$ cat config.mk
export PLATFORM = sky130hd
export DESIGN_NAME = mem_wb_pipe
export DESIGN_NICKNAME = d
export VERILOG_FILES = /design/src/rtl/mem_wb_pipe.sv
export SDC_FILE = /design/constraint.sdc
export NUM_CORES = 1
export LEC_CHECK = 0
export ABC_AREA = 1
export BUFFER_PORTS_ARGS = -buffer_cell sky130_fd_sc_hd__buf_2
export CAP_MARGIN = 40
export CORE_MARGIN = 4
export CORE_UTILIZATION = 49
export CTS_CLUSTER_DIAMETER = 40
export CTS_CLUSTER_SIZE = 40
export DETAILED_ROUTE_END_ITERATION = 16
export PLACE_DENSITY = 0.88
export SLEW_MARGIN = 20
export SYNTH_ARGS = -nofsm -noshare
export SYNTH_HDL_FRONTEND = slang
export SYNTH_SLANG_ARGS = --single-unit
$ cat constraint.sdc
create_clock -name clk -period 1.85 [get_ports clk]
set_clock_uncertainty 0.2 [all_clocks]
set_input_delay 0 -clock clk [delete_from_list [all_inputs] [get_ports clk]]
set_output_delay 0 -clock clk [all_outputs]
set_load 0.1 [all_outputs]
$ cat src/rtl/mem_wb_pipe.sv
// MEM->WB pipeline register: STAGES slices of the writeback bundle with valid,
// stall/flush control, r0 write suppression and a saturating bubble counter.
module mem_wb_pipe #(
   parameter int unsigned XLEN   = 32,
   parameter int unsigned REG_AW = 5,
   parameter int unsigned SEL_W  = 2,
   parameter int unsigned STAGES = 1,
   parameter int unsigned CNT_W  = 16
) (
   input  logic              clk,
   input  logic              reset,
   input  logic              stall,
   input  logic              flush,
   input  logic              MEM_valid,
   input  logic              MEM_RegWrite,
   input  logic [SEL_W-1:0]  MEM_MemtoReg,
   input  logic [REG_AW-1:0] MEM_Write_register,
   input  logic [XLEN-1:0]   MEM_ALU_out,
   input  logic [XLEN-1:0]   MEM_ReadData,
   input  logic [XLEN-1:0]   MEM_PC_plus_4,
   output logic              WB_valid,
   output logic              WB_RegWrite,
   output logic [SEL_W-1:0]  WB_MemtoReg,
   output logic [REG_AW-1:0] WB_Write_register,
   output logic [XLEN-1:0]   WB_ALU_out,
   output logic [XLEN-1:0]   WB_ReadData,
   output logic [XLEN-1:0]   WB_PC_plus_4,
   output logic [CNT_W-1:0]  bubble_count
);

   if (STAGES < 1 || STAGES > 4) begin : g_bad_stages
      $error("mem_wb_pipe: STAGES must be in 1..4");
   end

   localparam int unsigned LAST = STAGES - 1;

   typedef struct packed {
      logic              valid;
      logic              regwrite;
      logic [SEL_W-1:0]  memtoreg;
      logic [REG_AW-1:0] wreg;
      logic [XLEN-1:0]   alu;
      logic [XLEN-1:0]   rdata;
      logic [XLEN-1:0]   pc4;
   } slice_t;

   slice_t             r_sl    [STAGES];
   slice_t             w_chain [STAGES];
   slice_t             w_last;
   logic [CNT_W-1:0]   r_bubble;

   // w_chain[i] is what slice i captures on a normal cycle
   assign w_chain[0] = '{valid:    MEM_valid,
                         regwrite: MEM_RegWrite,
                         memtoreg: MEM_MemtoReg,
                         wreg:     MEM_Write_register,
                         alu:      MEM_ALU_out,
                         rdata:    MEM_ReadData,
                         pc4:      MEM_PC_plus_4};

   for (genvar g = 1; g < STAGES; g++) begin : g_chain
      assign w_chain[g] = r_sl[g-1];
   end

   always_ff @(posedge clk or negedge reset) begin
      if (!reset) begin
         for (int unsigned i = 0; i < STAGES; i++) r_sl[i] <= '0;
      end else if (flush) begin
         // payload holds; only the valid bits are killed
         for (int unsigned i = 0; i < STAGES; i++) r_sl[i].valid <= 1'b0;
      end else if (!stall) begin
         for (int unsigned i = 0; i < STAGES; i++) r_sl[i] <= w_chain[i];
      end
   end

   assign w_last = r_sl[LAST];

   always_ff @(posedge clk or negedge reset) begin
      if (!reset) begin
         r_bubble <= '0;
      end else if (!stall && !w_last.valid && (r_bubble != '1)) begin
         r_bubble <= r_bubble + 1'b1;
      end
   end

   assign WB_valid          = w_last.valid;
   assign WB_RegWrite       = w_last.regwrite & w_last.valid & (w_last.wreg != '0);
   assign WB_MemtoReg       = w_last.memtoreg;
   assign WB_Write_register = w_last.wreg;
   assign WB_ALU_out        = w_last.alu;
   assign WB_ReadData       = w_last.rdata;
   assign WB_PC_plus_4      = w_last.pc4;
   assign bubble_count      = r_bubble;

endmodule

# Word level (Yosys, flattened, before mapping)
# Cells that the tools add are included.
# classes
muxes,2
n_reduce_logical,6
n_bitwise,4
n_lt_le_gt_ge,0
div_mod_pow,0
n_shift,0
eq_ne,2
multipliers,0
add_sub_neg,1
# op_table
operator,count
2-to-1 mux 105 bit,1
adder 16 x 1 -> 16 bit (second input constant),1
inequality test 16 bit (second input constant),1
nonzero test 5 bit,1
bitwise AND 1 bit,2
logical AND 1 bit,2
logical NOT 1 bit,2
inequality test 2 x 1 -> 1 bit (second input constant),1
inverter 1 bit,2
AND reduction 2 bit,1
2-to-1 mux 1 bit,1
# word_totals
mem_bits_rw,0
regBits,121
elab_cells,23
output_inout_bits,121
mem_count,0
latchBits,0
romBits,0

# Logic depth before layout (Yosys ltp)
# Gate-level depths: netlist of the first run.
# logic_depth
ltp_word,3
ltp_mapped,10
ltp_nobuf,9

# Least setup slack after synthesis of the first run
# OpenSTA, ideal clock, no wires.
# synth_path
path_type,reg2reg
from,reg r_bubble[0] (netlist: bubble_count[0])
to,reg r_bubble[13] (netlist: bubble_count[13])
synth_period_minus_slack_ps,2428
arrival_time_ps,2161
n_path_buf,1
setup_time_ps,68
stages_incl_launch_ff,11
setup_slack_ps,-578
required_ps,1582
path_cell_list,dfrtp_1 ha_1 nand2_1 nor2_4 nand2_2 nor2_4 inv_2 nand2_4 buf_6 nand2_1 nand2_1
# synth_between
elab_chain_cells,2
elab_cells_between_ends,3
# synth_lines
item,line,rtl
"start, declared",50,logic [CNT_W-1:0] r_bubble;
"start signal, assigned",82,r_bubble <= r_bubble + 1'b1;
branches (longest 2 deep; another with adder 16 x 1 -> 16 bit),n/a,
# Parallel ways; which one is timed is not known.
# A chain may end at the register's enable or synchronous reset.

# Worst setup path in the final report of the first run
# layout_path
from,reg r_bubble[0] (netlist: bubble_count[0])
to,reg r_bubble[6] (netlist: bubble_count[6])
# The elaborated chain is that of the path after synthesis.

==> impl_metrics.json, run 1 <==
{
  "outcome": "complete, no violations",
  "post_cts_buffers": 0,
  "clk_latency_ns": 0.41,
  "clockRootBuffer": "clkbuf_16",
  "slew_headroom": 0.661,
  "drt-pass1-iter-count": 4,
  "async_reset_ff_frac": 1.00,
  "maxSlewViolCount": 0,
  "start_kind": "flip-flop",
  "nets": 837,
  "gp_congestion": 0.832,
  "io_buffers": 229,
  "period_minus_slack_ns": 1.71,
  "synth_top_area_cell": "dfrtp_1",
  "wirelength_microns": 15000,
  "required_ns": 1.98,
  "power_density_nw_per_um2": 1370,
  "cp_num_buf_inv": 1,
  "cp-end-kind": "flip-flop",
  "crit_family": "simple AND/OR/NAND/NOR gates",
  "yosys.cell_count.top_type": "dfrtp_1",
  "cp_cell_sequence": "ha_4 -> nand2_2 -> nor2_4 -> nand2_2 -> nor2_4 -> inv_2 -> nand2_4 -> nand2_1 -> o21ai_1",
  "hold_viol": 0,
  "n_fill_cell": 705,
  "grtUsageTotal": 0.230,
  "antenna_found_initial": 0,
  "vias": 4271,
  "layout-drive-gt1-share": 0.484,
  "synthFlopType": "dfrtp_1",
  "cts_buffers": 17,
  "crit_arrival_ns": 1.85,
  "cts_tree": "built",
  "leakage_uw": 0.00379,
  "dieWidth_microns": 116,
  "dp_hpwl_microns": 8890,
  "synthCells": 481,
  "clkSinkCount": 121,
  "post-route-period-util": 0.926,
  "synth_edf_count": 0,
  "viasPerCell": 4.84,
  "grt_pass1_wl_microns": 23600,
  "setup_viol": 0,
  "syn2layout_area_growth_pct": 40.0,
  "yosysWarnings": 0,
  "synth_nets": 591,
  "hold_path_class": "in2reg",
  "die_h_microns": 116,
  "h-tree-depth": 4,
  "max-vdd-ir-drop_mv": 0.944,
  "netlist_top_cells_area": "dfrtp_1 53%, buf_4 14%, mux2_2 13%",
  "wl_per_cell_microns": 17.0,
  "synth.top_cells.by_count": "121 x dfrtp_1, 108 x buf_4, 67 x nand2_1",
  "grt-ovfl-total": 0,
  "drc_errors": 0,
  "clkTransAtPathRegs_ns": 0.05,
  "drt-initial-drc-count": 347,
  "syn_area_sq_um": 5690,
  "grt_max_degree": 58,
  "fp-row-count": 39,
  "final.setup.tns_ns": 0,
  "maxCapViolCount": 0,
  "syn_avg_cell_area_sq_um": 11.8,
  "crit_fanout": 12,
  "dieArea_sq_um": 13400,
  "whs_ns": 0.142,
  "slowest_delay_ns": 0.46,
  "ys_ff_latch": 121,
  "path_class": "reg2reg",
  "max_freq_mhz": 583,
  "yosysSeqAreaShare": 0.532,
  "ys_types": 25,
  "rsz0062_at_grt": "no",
  "core_sq_um": 11400,
  "ios": 230,
  "slowest_stage": "dfrtp_4",
  "grt_pass1_vias": 4808,
  "initial_core_util": 0.500,
  "worst_slew_pin_slew_ns": 0.512,
  "r2r_slack_ns": 0.14,
  "detail-route-antenna-nets": 0,
  "clockBufferDepth": 2,
  "synth_top_area_share": 0.532
}
-- final cells by class --
type | instances | area (sq um) | area share
clock inverter | 7 | 65.1 | 0.00817
multi-input combinational | 228 | 1760 | 0.221
timing repair buffer | 343 | 2330 | 0.292
inverter | 16 | 60.1 | 0.00754
sequential | 121 | 3050 | 0.383
clock buffer | 24 | 512 | 0.0642
antenna | 1 | 2.50 | 0.000314
tap | 143 | 179 | 0.0225
-- worst reg2reg max path: stages, from the launching register on --
cell	delay, ns
dfrtp_4	0.46
ha_4	0.16
nand2_2	0.07
nor2_4	0.15
nand2_2	0.09
nor2_4	0.14
inv_2	0.08
nand2_4	0.14
nand2_1	0.07
o21ai_1	0.07
-- worst paths after layout --
check                                               end                         from  depth (start not counted)
min                         WB_ReadData[22]$_DFFE_PN0P_             MEM_ReadData[22]                          3
max reg2reg                 bubble_count[6]$_DFFE_PN0P_  bubble_count[0]$_DFFE_PN0P_                          9
max                         bubble_count[6]$_DFFE_PN0P_  bubble_count[0]$_DFFE_PN0P_                          9
max in group asynchronous   bubble_count[1]$_DFFE_PN0P_                        reset                          4
min in group asynchronous  bubble_count[11]$_DFFE_PN0P_                        reset                          3
min reg2reg                   WB_ALU_out[2]$_DFFE_PN0P_    WB_ALU_out[2]$_DFFE_PN0P_                          1
-- kinds of logic (layout without fill, tap and decap cells) --
family          Yosys count  count (layout)  share of synthesized area
simple gates            107             107                     0.0816
buf+inv                 132             390                      0.162
fa+ha+maj                 1               1                    0.00220
xor+xnor                  5               5                    0.00770
mux                     103             103                      0.204
other cells               0               1                          0
compound gates           12              12                     0.0106
flops                   121             121                      0.532
-- placed cells by master, fill, tap and decap left out, drive strengths merged --
cell	instances
buf	233
dfrtp	121
dlygate4sd3	110
mux2	102
nand2	69
clkbuf	24
nor2	23
inv	16
o21ai	11
nand3	8
nand4	5
xnor2	4
clkinv	4
clkinvlp	2
diode	1
nor3	1
a21oi	1
nand3b	1
xor2	1
mux2i	1
ha	1
bufinv	1
-- state kept, by name, indices dropped and copies added (netlist names) --
| signal | count |
|---|---|
| WB_valid | 1 |
| WB_ReadData | 32 |
| r_sl | 1 |
| bubble_count | 16 |
| WB_Write_register | 5 |
| WB_ALU_out | 32 |
| WB_PC_plus_4 | 32 |
| WB_MemtoReg | 2 |
-- metrics by stage --
step | total power [uW] | cells | utilization | setup WS, ns | area (sq um)
4_1_cts | 10900 | 882 | 0.700 | 0.0883 | 7960
3_5_place_dp | 7560 | 741 | 0.552 | 0.0163 | 6280
2_1_floorplan | 7300 | 481 | - | -0.00508 | 5730
6_report | 10900 | 883 | 0.701 | 0.136 | 7970
3_3_place_gp | 7480 | 741 | 0.552 | 0.0411 | 6280
5_1_grt | 11300 | 882 | 0.700 | 0.0117 | 7960
-- report_power, final --
group / switching, uW / internal (uW) / leakage [uW]
clock: 1130 / 2040 / 0.000284
combinational: 3550 / 840 / 0.00208
sequential: 285 / 3070 / 0.00142
-- routing by layer --
layer | vias up | global-route usage | share of wire | wire length [microns]
met3 | 51 | 0.0726 | 0.078 | 1180
met2 | 214 | 0.419 | 0.54 | 8020
met1 | 2035 | 0.237 | 0.35 | 5260
met4 | 0 | 0.118 | 0.035 | 523
met5 | - | 0 | 0 | 0
li1 | 1971 | - | - | -
-- repair_timing --
action,CTS,global route
endpoints found under the setup margin,6,0
resized for setup,1,0
hold buffers,110,0
endpoints found under the hold margin,242,0
No activity file was read; power rests on OpenSTA's default activity.
==> inputs of run 2 (changes only) <==
--- a/config.mk
+++ b/config.mk
@@ -6,14 +6,14 @@
 export NUM_CORES = 1
 export LEC_CHECK = 0
 export ABC_AREA = 1
-export BUFFER_PORTS_ARGS = -buffer_cell sky130_fd_sc_hd__buf_2
 export CAP_MARGIN = 40
 export CORE_MARGIN = 4
-export CORE_UTILIZATION = 49
+export CORE_UTILIZATION = 56
 export CTS_CLUSTER_DIAMETER = 40
 export CTS_CLUSTER_SIZE = 40
 export DETAILED_ROUTE_END_ITERATION = 16
-export PLACE_DENSITY = 0.88
+export DONT_BUFFER_PORTS = 1
+export PLACE_DENSITY = 0.78
 export SLEW_MARGIN = 20
 export SYNTH_ARGS = -nofsm -noshare
 export SYNTH_HDL_FRONTEND = slang
==> run 2 against run 1 <==
Net effect:
- the run now ends with hold timing left
- global-route usage up 2.5 points
- critical path depth down 4
- design area up 8.5%
- first-iteration DRC count down 50%
- sequential power up 2%
- critical endpoint is now WB_RegWrite
==> impl_metrics.json, run 2 (same netlist as run 1, synthesis figures left out) <==
{
  "pwr-share-comb": 0.416,
  "core_sq_um": 9820,
  "ios": 230,
  "maxCapViolCount": 0,
  "grt_max_degree": 122,
  "vias": 4449,
  "whs_ns": -1.04,
  "violations": "hold timing",
  "clockBufferDepth": 2,
  "intPower_uw": 6200,
  "dieArea_sq_um": 11800,
  "start_kind": "flip-flop",
  "clk_latency_ns": 0.53,
  "viasPerCell": 5.19,
  "nets": 822,
  "grt-ovfl-total": 0,
  "dp_hpwl_microns": 8850,
  "fp-row-count": 36,
  "wirelength_microns": 18300,
  "hold_viol": 126,
  "clockRootBuffer": "clkbuf_8",
  "mostFrequentLayoutCells": "198 x dlygate4sd3_1, 124 x buf_4, 104 x dfrtp_1",
  "post-route-period-util": 0.944,
  "p_clk_frac": 0.284,
  "worst_slew_pin_slew_ns": 0.345,
  "cts_tree": "built",
  "syn2layout_area_growth_pct": 51.9,
  "rr_worst_depth": 8,
  "dieWidth_microns": 109,
  "drc_errors": 0,
  "hold_path_class": "in2async",
  "final_common_cell": "dlygate4sd3_1",
  "power_density_nw_per_um2": 1320,
  "switchingPower_uw": 5190,
  "grt_pass1_vias": 4366,
  "h-tree-depth": 4,
  "leakage_uw": 0.00383,
  "max-vdd-ir-drop_mv": 0.899,
  "setup_viol": 0,
  "grt_pass1_wl_microns": 22500,
  "p_total_uw": 11400,
  "n_fill_cell": 383,
  "diodes": 0,
  "gp_congestion": 0.858,
  "io_buffers": 0,
  "crit_fanout": 3,
  "drt-pass1-iter-count": 4,
  "cp-end-kind": "output pin",
  "die_h_microns": 109,
  "clkTransAtPathRegs_ns": 0.07,
  "max_freq_mhz": 573,
  "rsz0062_at_grt": "no",
  "slew_headroom": 0.769,
  "setup_slack_ns": 0.104,
  "detail-route-antenna-nets": 0,
  "period_minus_slack_ns": 1.75,
  "grtUsageTotal": 0.255,
  "netSwitchingFraction": 0.456,
  "maxSlewViolCount": 0,
  "antenna_found_initial": 0,
  "wl_per_cell_microns": 21.4,
  "power_frac_seq": 0.300,
  "post-place-ws_ns": -0.00852,
  "clkSinkCount": 121,
  "initial_core_util": 0.580,
  "required_ns": 1.65,
  "path_class": "reg2out",
  "drt-initial-drc-count": 174,
  "cts_buffers": 17,
  "layout-drive-gt1-share": 0.350,
  "crit_arrival_ns": 1.55,
  "outcome": "finished, violations left"
}
[run 2: cell count changes in the layout (fill, tap and decap cells not counted), moves of 2 or more]
cell / change
buf_2: -228
buf_4: +123
dlygate4sd3_1: +88
clkbuf_8: -3
clkinv_2: -3
clkinvlp_4: +3
clkbuf_1: +2
clkinv_4: +2
[run 2: cell type report]
type,instances,area [sq um],share of cell area
tap,133,166,0.0193
timing repair buffer,328,3020,0.350
multi-input combinational,228,1760,0.204
clock inverter,10,120,0.0139
inverter,16,60.1,0.00695
sequential,121,3050,0.353
clock buffer,22,453,0.0524
[run 2: routing by layer]
layer / GRT usage / routed length (microns)
met2: 0.476 / 10100
met1: 0.256 / 6170
met4: 0.130 / 703
met3: 0.0740 / 1310
met5: 0 / 0
[run 2: through the flow]
stage          utilization  instances  setup TNS (ns)  hold slack [ns]  area [sq um]
2_1_floorplan            -        481        -0.00508           -0.496          5730
3_3_place_gp         0.615        624               0           -0.493          6040
3_5_place_dp         0.615        624        -0.00852           -0.494          6040
4_1_cts              0.793        773               0            -1.05          7780
5_1_grt              0.880        858               0            -1.06          8640
6_report             0.880        858               0            -1.04          8640
[run 2: path summary, 6_finish.rpt]
path,start,endpoint,slack [ns]
hold / removal,reset,WB_ALU_out[21]$_DFFE_PN0P_,-1.04
min in group clk,MEM_ALU_out[11],WB_ALU_out[11]$_DFFE_PN0P_,-0.01
setup / recovery,WB_Write_register[3]$_DFFE_PN0P_,WB_RegWrite,0.10
max in group asynchronous,reset,bubble_count[2]$_DFFE_PN0P_,2.22
hold reg to reg,WB_ReadData[21]$_DFFE_PN0P_,WB_ReadData[21]$_DFFE_PN0P_,0.29
setup reg to reg,bubble_count[1]$_DFFE_PN0P_,bubble_count[11]$_DFFE_PN0P_,0.12
[run 2: timing repair]
item	4_1_cts	5_1_grt
resized for setup	1	1
pin swaps	0	1
hold buffers	117	81
endpoints found under the hold margin	242	224
buffers inserted	0	4
setup endpoints to repair	2	6
[run 2: critical path, cell delays in order, from the launching register on]
cell	delay, ns
dfrtp_1	0.40
nor3_1	0.22
nand3_1	0.09
nand3_1	0.08
inv_1	0.06
buf_12	0.16
[run 2: power groups by stage]
stage	registers [uW]	logic [uW]	clock network [uW]
after global placement	3340	4230	0
after detailed placement	3380	4280	0
final	3410	4740	3240
after global routing	3450	4850	3370
after CTS	3340	4510	3190
after floorplan	3740	3560	0
